**src/rtl/keystone_touch_mapper.sv**
```systemverilog
// Keystone touch mapper: removes projection skew from camera hits,
// resolves them to white keys / angle buttons and debounces per frame.
module keystone_touch_mapper #(
    parameter int WHITE_KEY_WIDTH = 90,
    parameter int PIANO_LEFT      = 42,
    parameter int NUM_KEYS        = 10,
    parameter int PIANO_MIDDLE    = 492,
    parameter int KEY_TOP         = 192,
    parameter int BASE_ROW        = 496,
    parameter int BUTTON_TOP      = 96,
    parameter int PRESS_FRAMES    = 2,
    parameter int RELEASE_FRAMES  = 3
) (
    input  logic        clk,
    input  logic        reset,
    input  logic        hit_valid,
    input  logic [10:0] hit_x,
    input  logic [9:0]  hit_y,
    output logic        hit_ready,
    input  logic        frame_tick,
    output logic [16:0] key_num,
    output logic        note_ready
);

    localparam int CMAX = (PRESS_FRAMES > RELEASE_FRAMES) ?
                          PRESS_FRAMES : RELEASE_FRAMES;
    localparam int CW   = $clog2(CMAX + 1);

    localparam logic [16:0] BIT_DOWN = 17'(1) << 14;
    localparam logic [16:0] BIT_UP   = 17'(1) << 15;
    localparam logic [16:0] IMPL     = BIT_DOWN | BIT_UP |
                                       ((17'(1) << NUM_KEYS) - 17'(1));

    typedef enum logic [1:0] {
        S_IDLE,
        S_UNWARP,
        S_DIVIDE,
        S_RESOLVE
    } state_t;

    state_t state_q, state_d;

    logic [10:0] x_q;
    logic [9:0]  y_q;
    logic [11:0] rem_q;
    logic [3:0]  k_q;
    logic [16:0] cand_q;
    logic [16:0] fm_q;

    logic [9:0]  dy;
    logic [6:0]  d;
    logic [11:0] px;
    logic        left_half;
    logic        in_keys;
    logic        in_btn;
    logic        rem_bad;
    logic        rem_last;

    logic [16:0] hit_now;
    logic [16:0] key_d;
    logic [CW-1:0] pc_q [17];
    logic [CW-1:0] rc_q [17];
    logic [CW-1:0] pc_d [17];
    logic [CW-1:0] rc_d [17];

    // Unwarp arithmetic and row/remainder classification
    always_comb begin
        dy        = 10'(BASE_ROW) - y_q;
        d         = 7'(({2'b00, dy} * 12'd3) >> 3);
        left_half = x_q < 11'(PIANO_MIDDLE);
        px        = left_half ? ({1'b0, x_q} + {5'b0, d})
                              : ({1'b0, x_q} - {5'b0, d});
        in_keys   = (y_q >= 10'(KEY_TOP)) && (y_q < 10'(BASE_ROW));
        in_btn    = (y_q >= 10'(BUTTON_TOP)) && (y_q < 10'(KEY_TOP));
        rem_bad   = rem_q[11] ||
                    (rem_q >= 12'(NUM_KEYS * WHITE_KEY_WIDTH));
        rem_last  = rem_q < 12'(WHITE_KEY_WIDTH);
    end

    // FSM state register
    always_ff @(posedge clk) begin
        if (!reset) state_q <= S_IDLE;
        else        state_q <= state_d;
    end

    // FSM next state and handshake output
    always_comb begin
        state_d   = state_q;
        hit_ready = (state_q == S_IDLE);
        unique case (state_q)
            S_IDLE:    if (hit_valid) state_d = S_UNWARP;
            S_UNWARP:  state_d = in_keys ? S_DIVIDE : S_RESOLVE;
            S_DIVIDE:  if (rem_bad || rem_last) state_d = S_RESOLVE;
            S_RESOLVE: state_d = S_IDLE;
            default:   state_d = S_IDLE;
        endcase
    end

    // Hit datapath: latch, unwarp, repeated-subtract key divide
    always_ff @(posedge clk) begin
        if (!reset) begin
            x_q    <= '0;
            y_q    <= '0;
            rem_q  <= '0;
            k_q    <= '0;
            cand_q <= '0;
        end else begin
            unique case (state_q)
                S_IDLE: begin
                    if (hit_valid) begin
                        x_q <= hit_x;
                        y_q <= hit_y;
                    end
                end
                S_UNWARP: begin
                    k_q   <= '0;
                    rem_q <= px - 12'(PIANO_LEFT);
                    if (in_btn)
                        cand_q <= left_half ? BIT_DOWN : BIT_UP;
                    else
                        cand_q <= '0;
                end
                S_DIVIDE: begin
                    if (!rem_bad) begin
                        if (rem_last) begin
                            cand_q <= 17'(1) << k_q;
                        end else begin
                            rem_q <= rem_q - 12'(WHITE_KEY_WIDTH);
                            k_q   <= k_q + 4'd1;
                        end
                    end
                end
                default: ;
            endcase
        end
    end

    // Per-bit debounce counters evaluated against this frame's hits
    always_comb begin
        hit_now = fm_q | ((state_q == S_RESOLVE) ? cand_q : '0);
        key_d   = key_num;
        for (int b = 0; b < 17; b++) begin
            pc_d[b] = pc_q[b];
            rc_d[b] = rc_q[b];
            if (IMPL[b]) begin
                if (hit_now[b]) begin
                    rc_d[b] = '0;
                    if (pc_q[b] != CW'(PRESS_FRAMES))
                        pc_d[b] = pc_q[b] + CW'(1);
                    if (pc_d[b] == CW'(PRESS_FRAMES))
                        key_d[b] = 1'b1;
                end else begin
                    pc_d[b] = '0;
                    if (rc_q[b] != CW'(RELEASE_FRAMES))
                        rc_d[b] = rc_q[b] + CW'(1);
                    if (rc_d[b] == CW'(RELEASE_FRAMES))
                        key_d[b] = 1'b0;
                end
            end else begin
                key_d[b] = 1'b0;
            end
        end
    end

    // Frame mask accumulation and frame-boundary key update
    always_ff @(posedge clk) begin
        if (!reset) begin
            fm_q       <= '0;
            key_num    <= '0;
            note_ready <= 1'b0;
            for (int b = 0; b < 17; b++) begin
                pc_q[b] <= '0;
                rc_q[b] <= '0;
            end
        end else if (frame_tick) begin
            fm_q       <= '0;
            key_num    <= key_d;
            note_ready <= |(key_d & ~key_num);
            for (int b = 0; b < 17; b++) begin
                pc_q[b] <= pc_d[b];
                rc_q[b] <= rc_d[b];
            end
        end else begin
            note_ready <= 1'b0;
            if (state_q == S_RESOLVE)
                fm_q <= fm_q | cand_q;
        end
    end

endmodule

```
**config.mk**
```make
export PLATFORM = sky130hd
export DESIGN_NAME = keystone_touch_mapper
export DESIGN_NICKNAME = d
export VERILOG_FILES = /design/src/rtl/keystone_touch_mapper.sv
export SDC_FILE = /design/constraint.sdc
export NUM_CORES = 1
export LEC_CHECK = 0
export ABC_AREA = 1
export ABC_CLOCK_PERIOD_IN_PS = 3600
export BUFFER_PORTS_ARGS = -buffer_cell sky130_fd_sc_hd__buf_2
export CORE_MARGIN = 8
export CORE_UTILIZATION = 30
export CTS_BUF_LIST = sky130_fd_sc_hd__clkbuf_4 sky130_fd_sc_hd__clkbuf_8
export CTS_CLUSTER_SIZE = 40
export DETAILED_ROUTE_END_ITERATION = 8
export HOLD_SLACK_MARGIN = 0.1
export PLACE_DENSITY_LB_ADDON = 0.3
export RECOVER_POWER = 25
export SLEW_MARGIN = 0
export SYNTH_ARGS = -nofsm -noshare
export SYNTH_HDL_FRONTEND = slang
export SYNTH_SLANG_ARGS = --single-unit
```
**constraint.sdc**
```tcl
create_clock -name clk -period 3.6 [get_ports clk]
set_input_delay 1.08 -clock clk [delete_from_list [all_inputs] [get_ports clk]]
set_output_delay 1.08 -clock clk [all_outputs]
set_load 0.01 [all_outputs]
```
==> summary.txt, run 1 <==
Run status
  • Status: finished with violations
  • Failing checks: setup timing

Placement
  • Final GP Congestion: 0.829
  • DP Area: 8070 µm²
  • Hpwl dp: 12000 µm
  • Port Buf Inserts: 38
  • Placed Cells: 1332
  • Pre-CTS setup slack: -519 ps

Timing
  • Fin crit period: 3790 ps
  • Final slew viol count: 0
  • Max Clock Freq: 0.264 GHz
  • Final hold vios: 0
  • TNS Setup: -810 ps
  • Worst Max-Slew Pin Slew: 1450 ps
  • Period utilization: 1.05
  • Max Clock Skew: 16.1 ps
  • Slew headroom: 0.0309
  • Setup ws final: -187 ps
  • Endpoints failing setup: 7
  • RSZ-0062 raised after global routing: true

Drt
  • ANT nets after route: 0
  • Via count: 6160
  • Routed len/inst: 12.0 µm
  • Initial DRC Count: 294
  • Via density: 4.46
  • Remaining DRCs: 0
  • DR pass1 iterations: 4
  • WL final: 16600 µm

Synth
  • Count leader, synth: inv_1
  • Post-synthesis cell area: 7130 µm²
  • Ys Warns: 0
  • Mapped Cells: 936
  • Commonest cells post-synth: inv_1, nand2_1, nor2_1, o21ai_0, dfxtp_1
  • Area leader, netlist: dfxtp_1
  • Area share of the leading cell type in the synthesized netlist: 0.211
  • Synth Register Bits: 123
  • Dominant synthesized flop cell: dfxtp_1
  • Ys async rst share: 0
  • Sequential area share after synthesis: 0.413
  • Distinct cells, synth: 47
  • Synth area leaders: dfxtp_1, edfxtp_1, inv_1
  • Post-synth EDFFs: 48
  • Average size of a mapped cell: 7.61 µm²

Worst setup path
  • CP Max Fanout: 5
  • Crit path DAT: 4120 ps
  • Crit path kind: reg2reg
  • CP required: 3930 ps
  • Worst setup EP type: register
  • Startpoint types: register

CTS
  • CTS tree: done
  • Htree depth: 4
  • CTS buffer count: 17
  • CTS Sinks: 123
  • CTS max path bufs: 2
  • Clk pin slew, worst setup/hold paths: 90 ps
  • Clk_lat worst skew: 440 ps
  • Hold buffers post-CTS: 0
  • Clock Root Buffer: clkbuf_8

GRT
  • Global route overflow: 0
  • Vias in the first global route: 5893
  • GRT Util Overall: 0.120
  • First-pass GRT wire length: 28200 µm
  • Largest net degree at the start of global routing: 53
  • Antenna violations before repair: 0

Finish
  • Layout cells sized above 1: 0.286
  • Fillers: 2396
  • Fin cells: 1382
  • Layout Nets: 1121
  • Final Cell Area: 9210 µm²
  • Diodes inserted: 0
  • Syn-to-layout area delta: 29.2%

Die
  • I/O pin total: 44
  • Core ar.: 23400 µm²
  • Chip Width: 170 µm
  • Initial Utilization: 0.305
  • Die Y-Extent: 170 µm
  • Die area: 28900 µm²
  • Rows: 56

Hold path
  • Worst Hold Class: reg2reg

Flow run
  • Max cap viols: 0
-- metal layers --
metal | track usage | share of wire
met1 | 0.150 | 0.48
met2 | 0.199 | 0.47
met3 | 0.0276 | 0.031
met4 | 0.0385 | 0.014
met5 | 0 | 0
-- kinds of logic (layout without fill, tap and decap cells) --
logic type,count (synthesis),after routing,share of synthesized area
fa+ha+maj,46,46,0.0818
flops,123,123,0.413
xor+xnor,15,15,0.0216
other cells,1,5,0.000526
compound gates,190,190,0.146
buf+inv,187,310,0.103
simple gates,374,374,0.234
-- path summary, 6_finish.rpt --
kind / from / endpoint / slack [ps] / depth (start not counted)
hold / removal: x_q[0] / x_q[0] / 470 / 2
setup reg to reg: y_q[1] / rem_q[11] / -190 / 27
setup / recovery: y_q[1] / rem_q[11] / -190 / 27
hold reg to reg: x_q[0] / x_q[0] / 470 / 2
-- per-stage QoR --
stage / utilization / hold WS (ps)
floorplan: - / 435
global placement: 0.345 / 454
detailed placement: 0.345 / 459
CTS: 0.381 / 469
global route: 0.393 / 490
finish: 0.393 / 469
-- flip-flops by register name, summed over array words and instances, names as in the netlist --
register	flops
rc_q	24
note_ready	1
pc_q	24
key_num	12
fm_q	12
state_q	2
rem_q	11
cand_q	12
x_q	11
y_q	10
k_q	4
-- layout by cell type (no fill, tap or decap), types with 5 or more instances in the layout --
cell type  instances
nand4_1           12
ha_4              10
a21oi_1           56
nand3_1           29
a21oi_2           10
nor2_1           123
o21ai_2            5
nand2_4           14
nor2_4             5
buf_6              7
clkbuf_8          17
buf_4             69
or2_2             13
ha_1              33
buf_2             38
inv_2             15
edfxtp_1          48
nand2_1          104
nand2_2           35
dfxtp_1           71
conb_1             5
o21ai_0           77
o22ai_1           19
a31oi_1            6
nor2_2             8
xor2_1             5
nand3_2           16
inv_6              5
inv_1            145
-- worst max-delay path, stage by stage (launching register included) --
cell and delay, ps:
dfxtp_2 350, inv_2 80, ha_4 200, nand2_4 90, xnor2_4 160, ha_4 320, nand2_2 90, nor2_1 100
nand2_1 90, nand4_1 140, nand2_1 90, buf_4 140, xor2_1 150, ha_1 340, buf_6 150, buf_6 100
nand3b_1 170, buf_4 150, nand3_4 80, nand2_4 60, nand2_4 80, nand2_4 60, nor2_4 130, nand3_2 100
inv_2 60, nand2_1 60, nand3_2 60, a21oi_2 60
-- cell type report --
| cell class | instances | area (µm²) | area share |
|---|---|---|---|
| inverters | 162 | 611 | 0.0663 |
| clock buffers | 18 | 241 | 0.0262 |
| repair buffers | 116 | 798 | 0.0867 |
| well taps | 319 | 399 | 0.0433 |
| clock inverters | 14 | 206 | 0.0224 |
| flip-flops and latches | 123 | 2950 | 0.320 |
| multi-input cells | 630 | 4000 | 0.435 |
-- what timing repair did --
item	in CTS	in global routing
setup buffers	12	6
resized for setup	74	60
endpoints found under the setup margin	10	10
pin swaps	47	48
Power of run 1 is not shown: default switching activity piles up to over one toggle a cycle in this logic, so the estimate is an artifact.
==> run 2: changes to the inputs <==
--- a/config.mk
+++ b/config.mk
@@ -6,13 +6,15 @@
 export NUM_CORES = 1
 export LEC_CHECK = 0
 export ABC_AREA = 1
-export ABC_CLOCK_PERIOD_IN_PS = 3600
+export ABC_CLOCK_PERIOD_IN_PS = 4500
 export BUFFER_PORTS_ARGS = -buffer_cell sky130_fd_sc_hd__buf_2
 export CORE_MARGIN = 8
 export CORE_UTILIZATION = 30
 export CTS_BUF_LIST = sky130_fd_sc_hd__clkbuf_4 sky130_fd_sc_hd__clkbuf_8
+export CTS_CLUSTER_DIAMETER = 60
 export CTS_CLUSTER_SIZE = 40
 export DETAILED_ROUTE_END_ITERATION = 8
+export GPL_TIMING_DRIVEN = 0
 export HOLD_SLACK_MARGIN = 0.1
 export PLACE_DENSITY_LB_ADDON = 0.3
 export RECOVER_POWER = 25
==> constraint.sdc (replaced) <==
create_clock -name clk -period 4.5 [get_ports clk]
set_input_delay 1.35 -clock clk [delete_from_list [all_inputs] [get_ports clk]]
set_output_delay 1.35 -clock clk [all_outputs]
set_load 0.01 [all_outputs]
==> run 2 against run 1 <==
Compared with the run above:
- the run now ends clean
- non-clock buffer count down 50
- global-route usage down 0.089 points
- routed wire length down 1.7%
- critical path type unchanged
- register-to-register slack better by 580 ps
- final cell count down 3.6%
- flip-flop and latch count unchanged
- design area down 12%
- via count down 3.2%
- sequential share of layout area up 4.1 points
- clock skew down 2.1 ps
==> summary.txt, run 2 (synthesis results as in run 1) <==
Worst setup path
  • Critical register-to-register path endpoint: rem_q[9]
  • Crit path kind: reg2reg
  • Crit path DAT: 4430 ps (+310 ps)
  • CP endpoint: rem_q[9]
  • CP Max Fanout: 7 (+2)
  • CP required: 4820 ps (+890 ps)
  • Worst r2r path cells: 25 (-7.4%)
  • Startpoint types: register
  • RR Startpoint: y_q[2]
  • Worst Setup SP: y_q[2]
  • Worst reg2reg setup slack: 390 ps (+580 ps)
  • Worst setup EP type: register

Timing
  • Final slew viol count: 0 (unchanged)
  • Final hold vios: 0 (unchanged)
  • Final hold slack: 469 ps (-0.00200 ps)
  • Worst Max-Slew Pin Slew: 667 ps (-787 ps)
  • Setup ws final: 392 ps (+579 ps)
  • Max Clock Freq: 0.243 GHz (-7.8%)
  • Fin crit period: 4110 ps (+321 ps)
  • Period utilization: 0.913 (-0.139)
  • Slew headroom: 0.555 (+0.525)
  • Endpoints failing setup: 0 (-7)
  • Max Clock Skew: 13.9 ps (-2.11 ps)

Placement
  • Port Buf Inserts: 38 (unchanged)
  • DP Area: 7780 µm² (-3.6%)
  • Pre-CTS setup slack: 400 ps (+919 ps)
  • Final GP Congestion: 0.797 (-3.8%)
  • Hpwl dp: 12700 µm (+5.5%)

Die
  • Die Y-Extent: 170 µm (unchanged)
  • Rows: 56 (unchanged)
  • Chip Width: 170 µm (unchanged)
  • Initial Utilization: 0.305 (unchanged)
  • Core ar.: 23400 µm² (unchanged)
  • I/O pin total: 44 (unchanged)
  • Die area: 28900 µm² (unchanged)

Finish
  • Largest regs: pc_q (24), rc_q (24)
  • Diodes inserted: 0 (unchanged)
  • Final Cell Area: 8140 µm² (-12%)
  • Most frequent cells in the layout: inv_1, nand2_1, nor2_1, o21ai_0, dfxtp_1
  • Layout cells sized above 1: 0.133 (-0.153)
  • Commonest non-fill, non-tap cell in the layout: inv_1
  • Area of the multi-input gates: 3460 µm² (-14%)
  • Sequential cell area: 2940 µm² (-0.17%)
  • Final Util: 0.348 (-0.0456)
  • Fillers: 2561 (+6.9%)
  • Syn-to-layout area delta: 14.2%
  • Layout Nets: 1071 (-4.5%)

Run status
  • Status: completed

Drt
  • WL final: 16300 µm (-1.7%)
  • ANT nets after route: 0 (unchanged)
  • DR pass1 iterations: 5 (+1)
  • Routed len/inst: 12.2 µm (+2.0%)
  • Via density: 4.48 (+0.42%)
  • Initial DRC Count: 392 (+33%)
  • Via count: 5962 (-3.2%)
  • Remaining DRCs: 0 (unchanged)

CTS
  • Clk_lat worst skew: 440 ps (about the same)
  • CTS max path bufs: 2 (unchanged)
  • CTS Sinks: 123 (unchanged)
  • Hold buffers post-CTS: 0 (unchanged)
  • Clock Root Buffer: clkbuf_8
  • CTS tree: done
  • Htree depth: 4 (unchanged)
  • CTS buffer count: 17 (unchanged)
  • Clk pin slew, worst setup/hold paths: 80 ps (about the same)

GRT
  • First-pass GRT wire length: 27800 µm (-1.7%)
  • Antenna violations before repair: 0 (unchanged)
  • GRT Util Overall: 0.119 (-0.000889)
  • Vias in the first global route: 5656 (-4.0%)
  • Largest net degree at the start of global routing: 24 (-55%)
  • Global route overflow: 0 (unchanged)

Flow run
  • Max cap viols: 0 (unchanged)

Hold path
  • Worst Hold Class: reg2reg
## run 2: changes by cell type in the layout (fill, tap and decap cells not counted), moves of 11 or more
cell | previous run | this run
nand2_1 | 104 | 138
nand3_1 | 29 | 43
buf_4 | 69 | 6
nand3_2 | 16 | 4
nand2_2 | 35 | 10
ha_1 | 33 | 44
clkbuf_1 | 1 | 17
## run 2: per-stage QoR
step / TNS, ps / std cells
detailed placement: 0 / 1299
finish: 0 / 1332
CTS: 0 / 1331
global placement: -20430 / 1297
floorplan: 0 / 940
global route: -5.13 / 1332
## run 2: final cells by class
cell class	instances	area share
inverters	162	0.0747
multi-input cells	630	0.425
well taps	319	0.0490
repair buffers	41	0.0298
flip-flops and latches	123	0.362
clock buffers	18	0.0297
plain buffers	25	0.0149
clock inverters	14	0.0149
## run 2: critical path, stage by stage, from the launching register on
cell,delay (ps)
dfxtp_1,350
nor2_1,130
nand3_1,180
nand2_1,110
inv_1,60
ha_1,370
a21oi_1,180
nand3_1,120
and2_1,190
ha_1,280
nand2_1,60
o21ai_0,160
fa_1,490
xnor2_1,150
inv_1,70
ha_1,190
inv_1,70
nand3_1,100
nand2_1,120
nand2_1,90
nand2_2,100
nor2_4,50
nand2_1,50
clkinv_1,50
o21ai_1,160
a31oi_1,100
## run 2: worst min path at each step
stage               depth (start not counted)       from  slack (ps)        end
floorplan                                   2     x_q[0]         440     x_q[0]
global placement                            2     x_q[0]         460     x_q[0]
detailed placement                          2     x_q[0]         460     x_q[0]
CTS                                         2     x_q[0]         470     x_q[0]
global route                                2  cand_q[9]         490  cand_q[9]
finish                                      2     x_q[0]         470     x_q[0]
## run 2: repair_timing
action / 4_1_cts / 5_1_grt
buffers inserted: 0 / 1
setup endpoints to repair: 0 / 2
resized for setup: 0 / 2
## run 2: routing by layer
| layer | up-vias | wire length, µm | global-route usage | share of wire |
|---|---|---|---|---|
| met4 | 0 | 189 | 0.0389 | 0.012 |
| met2 | 82 | 7220 | 0.183 | 0.44 |
| met1 | 2687 | 8300 | 0.160 | 0.51 |
| met3 | 10 | 599 | 0.0297 | 0.037 |
| met5 | - | 0 | 0 | 0 |
| li1 | 3183 | - | - | - |
Power of run 2 is left out for the same reason.
